`src/rtl/bin2dis.sv`:
```
// Sequential 20-bit binary to six-digit display-code converter (double dabble, one bit per clock).
// Optional leading-zero blanking on dis1..dis5 is enabled by defining BIN2DIS_LZB_EN.
module bin2dis #(
    parameter int          WIDTH   = 20,
    parameter int unsigned MAX_VAL = 999_999
) (
    input  logic             clk,
    input  logic             rst,
    input  logic             start,
    input  logic [WIDTH-1:0] value,
    output logic             busy,
    output logic             done,
    output logic [3:0]       dis1,
    output logic [3:0]       dis2,
    output logic [3:0]       dis3,
    output logic [3:0]       dis4,
    output logic [3:0]       dis5,
    output logic [3:0]       dis6
);

    localparam logic [WIDTH-1:0] MAX_VEC   = MAX_VAL[WIDTH-1:0];
    localparam logic [3:0]       CODE_DASH = 4'd10;
    localparam logic [3:0]       CODE_DARK = 4'd11;
    localparam logic [4:0]       LAST_BIT  = 5'(WIDTH - 1);

    typedef enum logic [1:0] {
        IDLE   = 2'd0,
        SHIFT  = 2'd1,
        FORMAT = 2'd2
    } state_t;

    state_t             state_q, state_d;
    logic               busy_q, busy_d;
    logic               done_q, done_d;
    logic [23:0]        dis_q, dis_d;
    logic [WIDTH-1:0]   bin_q, bin_d;
    logic [23:0]        bcd_q, bcd_d;
    logic [4:0]         cnt_q, cnt_d;
    logic               ovf_q, ovf_d;
    logic [23:0]        bcd_adj;

    // Independent 4-bit add-3 per nibble; no carry crosses a digit boundary.
    function automatic logic [23:0] add3_all(input logic [23:0] b);
        logic [23:0] r;
        logic [3:0]  nib;
        r = '0;
        for (int i = 0; i < 6; i++) begin
            nib = b[i*4 +: 4];
            r[i*4 +: 4] = (nib >= 4'd5) ? nib + 4'd3 : nib;
        end
        return r;
    endfunction

    function automatic logic [23:0] format_digits(input logic [23:0] b, input logic ovf);
        logic [23:0] r;
`ifdef BIN2DIS_LZB_EN
        logic        leading;
`endif
        if (ovf) begin
            r = {6{CODE_DASH}};
        end else begin
            r = b;
`ifdef BIN2DIS_LZB_EN
            // Walk from dis1 (bits 23:20) toward dis5; dis6 is always shown.
            leading = 1'b1;
            for (int i = 5; i >= 1; i--) begin
                if (leading && (b[i*4 +: 4] == 4'd0)) begin
                    r[i*4 +: 4] = CODE_DARK;
                end else begin
                    leading = 1'b0;
                end
            end
`endif
        end
        return r;
    endfunction

    always_comb begin
        state_d = state_q;
        busy_d  = busy_q;
        done_d  = 1'b0;
        dis_d   = dis_q;
        bin_d   = bin_q;
        bcd_d   = bcd_q;
        cnt_d   = cnt_q;
        ovf_d   = ovf_q;
        bcd_adj = add3_all(bcd_q);

        case (state_q)
            IDLE: begin
                busy_d = 1'b0;
                if (start) begin
                    bin_d   = value;
                    bcd_d   = '0;
                    cnt_d   = '0;
                    ovf_d   = (value > MAX_VEC);
                    busy_d  = 1'b1;
                    state_d = SHIFT;
                end
            end
            SHIFT: begin
                bcd_d = {bcd_adj[22:0], bin_q[WIDTH-1]};
                bin_d = {bin_q[WIDTH-2:0], 1'b0};
                cnt_d = cnt_q + 5'd1;
                if (cnt_q == LAST_BIT) begin
                    state_d = FORMAT;
                end
            end
            FORMAT: begin
                // busy stays high through the done cycle; it drops back in IDLE.
                dis_d   = format_digits(bcd_q, ovf_q);
                done_d  = 1'b1;
                state_d = IDLE;
            end
            default: begin
                state_d = IDLE;
                busy_d  = 1'b0;
            end
        endcase
    end

    always_ff @(posedge clk) begin
        bin_q <= bin_d;
        bcd_q <= bcd_d;
        cnt_q <= cnt_d;
        ovf_q <= ovf_d;
        if (rst) begin
            state_q <= IDLE;
            busy_q  <= 1'b0;
            done_q  <= 1'b0;
            dis_q   <= {6{CODE_DARK}};
        end else begin
            state_q <= state_d;
            busy_q  <= busy_d;
            done_q  <= done_d;
            dis_q   <= dis_d;
        end
    end

    assign busy = busy_q;
    assign done = done_q;
    assign dis1 = dis_q[23:20];
    assign dis2 = dis_q[19:16];
    assign dis3 = dis_q[15:12];
    assign dis4 = dis_q[11:8];
    assign dis5 = dis_q[7:4];
    assign dis6 = dis_q[3:0];

endmodule

```
`config.mk`:
```
export PLATFORM = sky130hd
export DESIGN_NAME = bin2dis
export DESIGN_NICKNAME = d
export VERILOG_FILES = /design/src/rtl/bin2dis.sv
export SDC_FILE = /design/constraint.sdc
export NUM_CORES = 1
export LEC_CHECK = 0
export BUFFER_PORTS_ARGS = -buffer_cell sky130_fd_sc_hd__buf_2
export CELL_PAD_IN_SITES_DETAIL_PLACEMENT = 1
export CELL_PAD_IN_SITES_GLOBAL_PLACEMENT = 2
export CORE_AREA = 10 10 115 117
export CTS_BUF_LIST = sky130_fd_sc_hd__clkbuf_8
export DETAILED_ROUTE_END_ITERATION = 8
export DIE_AREA = 0 0 125 127
export GPL_ROUTABILITY_DRIVEN = 0
export HOLD_SLACK_MARGIN = 0.15
export PLACE_DENSITY = 0.74
export RECOVER_POWER = 50
export SYNTH_ARGS = -nofsm -noshare
export SYNTH_HDL_FRONTEND = slang
export SYNTH_SLANG_ARGS = --single-unit
```
`constraint.sdc`:
```
create_clock -name clk -period 3.7 [get_ports clk]
set_clock_uncertainty 0.15 [all_clocks]
set_input_delay 0.37 -clock clk [delete_from_list [all_inputs] [get_ports clk]]
set_output_delay 0.37 -clock clk [all_outputs]
set_load 0.05 [all_outputs]
```
==> parameters.txt <==
Parameter                              Value

Worst setup path
  Critical path class    reg2reg
  Endpoint arrival time on the critical path    2.07 ns
  Element type at the critical path end    register
  Data required time of the critical path    3.54 ns
  Biggest fanout along the worst timing path    49
  Startpoint type of the worst setup path    register

Synthesis
  Post-synthesis share of cell area spent on and, or, nand and nor gates    13.15%
  Synthesized instance count    317
  Cell area after synthesis    3607 µm²
  Syn Area/Cell    11.38 µm²
  FFs w/ async S/R, synth    0%
  Number of warnings issued by yosys    0
  Area fraction in compound gates after synthesis    9.261%
  Main combinational cell family by area after synthesis    simple AND/OR/NAND/NOR gates
  Post-synth top area cell    sky130_fd_sc_hd__edfxtp_1
  Leading cell types by count after synthesis    sky130_fd_sc_hd__edfxtp_1, sky130_fd_sc_hd__nand2_1, sky130_fd_sc_hd__dfxtp_1, sky130_fd_sc_hd__nand2b_1, sky130_fd_sc_hd__nor2_1
  Sequential element share of the synthesized area    57.16%
  Top cells by area in the synthesized netlist    sky130_fd_sc_hd__edfxtp_1, sky130_fd_sc_hd__dfxtp_1, sky130_fd_sc_hd__mux2_2
  Post-synthesis share of cell area spent on full adders, half adders and majority gates    5.550%
  Unique masters post-synth    36
  Primary FF master, synth    sky130_fd_sc_hd__edfxtp_1
  Xor and xnor fraction of the mapped netlist area    1.942%
  Area share of the largest cell type after synthesis    41.62%
  Synthesis-stage register bit count    78
  Number of synthesized flops with an enable pin    50
  Most frequent cell after synthesis    sky130_fd_sc_hd__edfxtp_1
  Synthesized netlist net count    356
  Multiplexer fraction of the synthesized cell area    9.261%

Global routing
  Aggregate global-route resource usage    10.27%
  Via count of the first global-routing pass    2676
  Global-route wire length before repair    13440 µm
  Largest net degree at the start of global routing    50
  Number of antenna violations at the first check in global routing    0
  Overflow after GRT    0

Layout
  Count of antenna diodes in the layout    0
  Summed area of non-filler cells in the final layout    4203 µm²
  Post-layout utilization of the core    37.78%
  Area Growth Syn to Fin    16.51%
  Layout cell share with drive strength beyond 1    16.76%
  Final Net Count    404

Pwr
  Share of power burned in combinational logic    23.1%
  Net switching power    0.0008096 W
  Register share of total power    47.2%
  Cell Int Power    0.001770 W
  LEAKAGE    1.538 nW
  Switching Share    31.39%
  Clk network pwr share    29.8%
  Tot Pwr    0.002579 W
  Worst vdd ir    0.2722 mV
  Total power divided by cell area    613.7 nW/µm²

Timing
  Unrepaired setup endpoints after global routing    no
  Slew @ Worst Pin    0.7068 ns
  Setup-violating endpoint count in the final report    0
  Maximum operating frequency    0.4488 GHz
  Final hold viol count    0
  Worst max-slew margin expressed relative to the limit    52.88%
  Setup TNS after final layout    0 ns
  Fin. max-slew vios    0
  Time the worst path needs with I/O delays and setup    2.228 ns
  Crit path setup slack, layout    1.472 ns
  Period utilization    60.22%

Clocking
  Number of sinks driven by the clock tree    78
  Buffer count from post-CTS setup fixing    0
  H-tree level count    3
  Later-pin clock latency in the skew report    0.35 ns
  Clock-pin transition on the worst setup and hold timing paths    0.08 ns
  Clock tree from TritonCTS    yes
  Clk Tree Root Cell    sky130_fd_sc_hd__clkbuf_8
  TritonCTS Buffers    9
  Buffers from clock root to sink, at most    2

Placed design
  Buffers added on ports    48
  DP Wirelength    5760 µm
  Place WS    1.430 ns
  Placed cell areas    3980 µm²

Drt
  Pre-antenna DRT Iters    4
  Highest routed metal layer    met4
  Detailed Route Iter0 Violations    114
  Detail Route met3 WL    377 µm
  Residual DRC    0
  Wire length on met1    3703 µm
  Total number of vias    2443
  Routed len/inst    15.69 µm
  Vias per cell    4.762
  Antenna-violating nets left    0
  Detailed-route wire length    8048 µm
  Length of routed met2 wiring    3834 µm

Floorplan
  Area of the die    15880 µm²
  Placeable core area    11130 µm²
  Floorplan row count    39
  Die Height    127 µm
  Initial Util    32.42%
  Die X    125 µm
  IO Count    49

Min path
  Path category of the worst min-delay check    in2reg

Run
  Max Cap Viol    0

Status
  Run status    finished, final reports clean
-- what timing repair did --
action                     in CTS  in global routing
hold endpoints to repair        2                  0
hold buffers                    2                  0
setup endpoints to repair       0                  0
gates resized for setup         0                  0
-- worst paths after layout --
path                    from  slack, ns  cells past startpoint        end
setup / recovery  state_q[1]       1.47                      5  bcd_q[18]
hold / removal      value[1]       0.17                      2   bin_q[1]
setup reg to reg  state_q[1]       1.47                      5  bcd_q[18]
hold reg to reg         busy       0.31                      2       busy
-- per-stage QoR --
stage	hold WS (ns)	cells
after floorplan	0.3456	317
after global placement	0.2946	495
after detailed placement	0.3033	495
after CTS	0.1507	513
after global routing	0.1514	513
final	0.1688	513
-- worst max-delay path, stage by stage (launching register included) --
cell and delay, ns:
sky130_fd_sc_hd__dfxtp_1 0.33, sky130_fd_sc_hd__inv_1 0.11, sky130_fd_sc_hd__ha_1 0.18, sky130_fd_sc_hd__inv_1 0.30
sky130_fd_sc_hd__o21bai_4 0.23, sky130_fd_sc_hd__buf_4 0.53
-- cells by family (layout without fill, tap and decap cells) --
family	after synthesis	in the layout
DFF	78	78
buffers and inverters	31	84
adders and majority gates	16	16
and+or+nand+nor	98	98
AOI/OAI and AO/OA	55	55
muxes	31	31
xor gates and xnor gates	8	8
-- area by class of cell --
cell class                 count  area [µm²]
multi-input combinational    208        1424
tap                          143       178.9
fill                        1223        6923
timing repair buffer          52       241.5
inverter                      16       60.06
clock buffer                   9       123.9
sequential                    78        2062
clock inverter                 7       112.6
-- layer usage --
metal	track usage (%)	vias to the layer above
li1	-	1205
met1	12.46	1178
met2	16.63	50
met3	3.184	10
met4	4.268	0
met5	0	-
-- cell usage in the layout, fill, tap and decap left out, types with 2 or more instances in the layout --
cell	count
sky130_fd_sc_hd__a21oi_1	21
sky130_fd_sc_hd__o21ai_0	9
sky130_fd_sc_hd__buf_2	21
sky130_fd_sc_hd__edfxtp_1	50
sky130_fd_sc_hd__nand2_1	32
sky130_fd_sc_hd__xor2_1	7
sky130_fd_sc_hd__dfxtp_1	28
sky130_fd_sc_hd__bufinv_16	3
sky130_fd_sc_hd__and2_0	2
sky130_fd_sc_hd__clkbuf_1	27
sky130_fd_sc_hd__buf_4	2
sky130_fd_sc_hd__o22ai_1	10
sky130_fd_sc_hd__nor2b_1	2
sky130_fd_sc_hd__mux2i_1	12
sky130_fd_sc_hd__nor2_1	22
sky130_fd_sc_hd__inv_1	17
sky130_fd_sc_hd__clkbuf_8	9
sky130_fd_sc_hd__ha_1	16
sky130_fd_sc_hd__nor3_1	7
sky130_fd_sc_hd__or2_2	2
sky130_fd_sc_hd__nand3_1	2
sky130_fd_sc_hd__nand2b_1	25
sky130_fd_sc_hd__dlygate4sd3_1	2
sky130_fd_sc_hd__o31ai_1	3
sky130_fd_sc_hd__mux2_2	19
sky130_fd_sc_hd__a22oi_1	5
-- registers in the layout, summed over array words and instances, names as in the netlist --
register and count:
bcd_q 24, dis_q 24, bin_q 20, cnt_q 5, state_q 2, busy 1
done 1, ovf_q 1
-- power groups by stage --
stage                     clock network [W]  registers, W  logic [W]
final                              0.000768       0.00122   0.000595
after global placement                    0       0.00123   0.000598
after global routing               0.000832       0.00124   0.000671
after detailed placement                  0       0.00124   0.000613
after CTS                          0.000791       0.00122   0.000618
after floorplan                           0       0.00130   0.000383
Note: power is estimated with default switching activity, not from simulation.
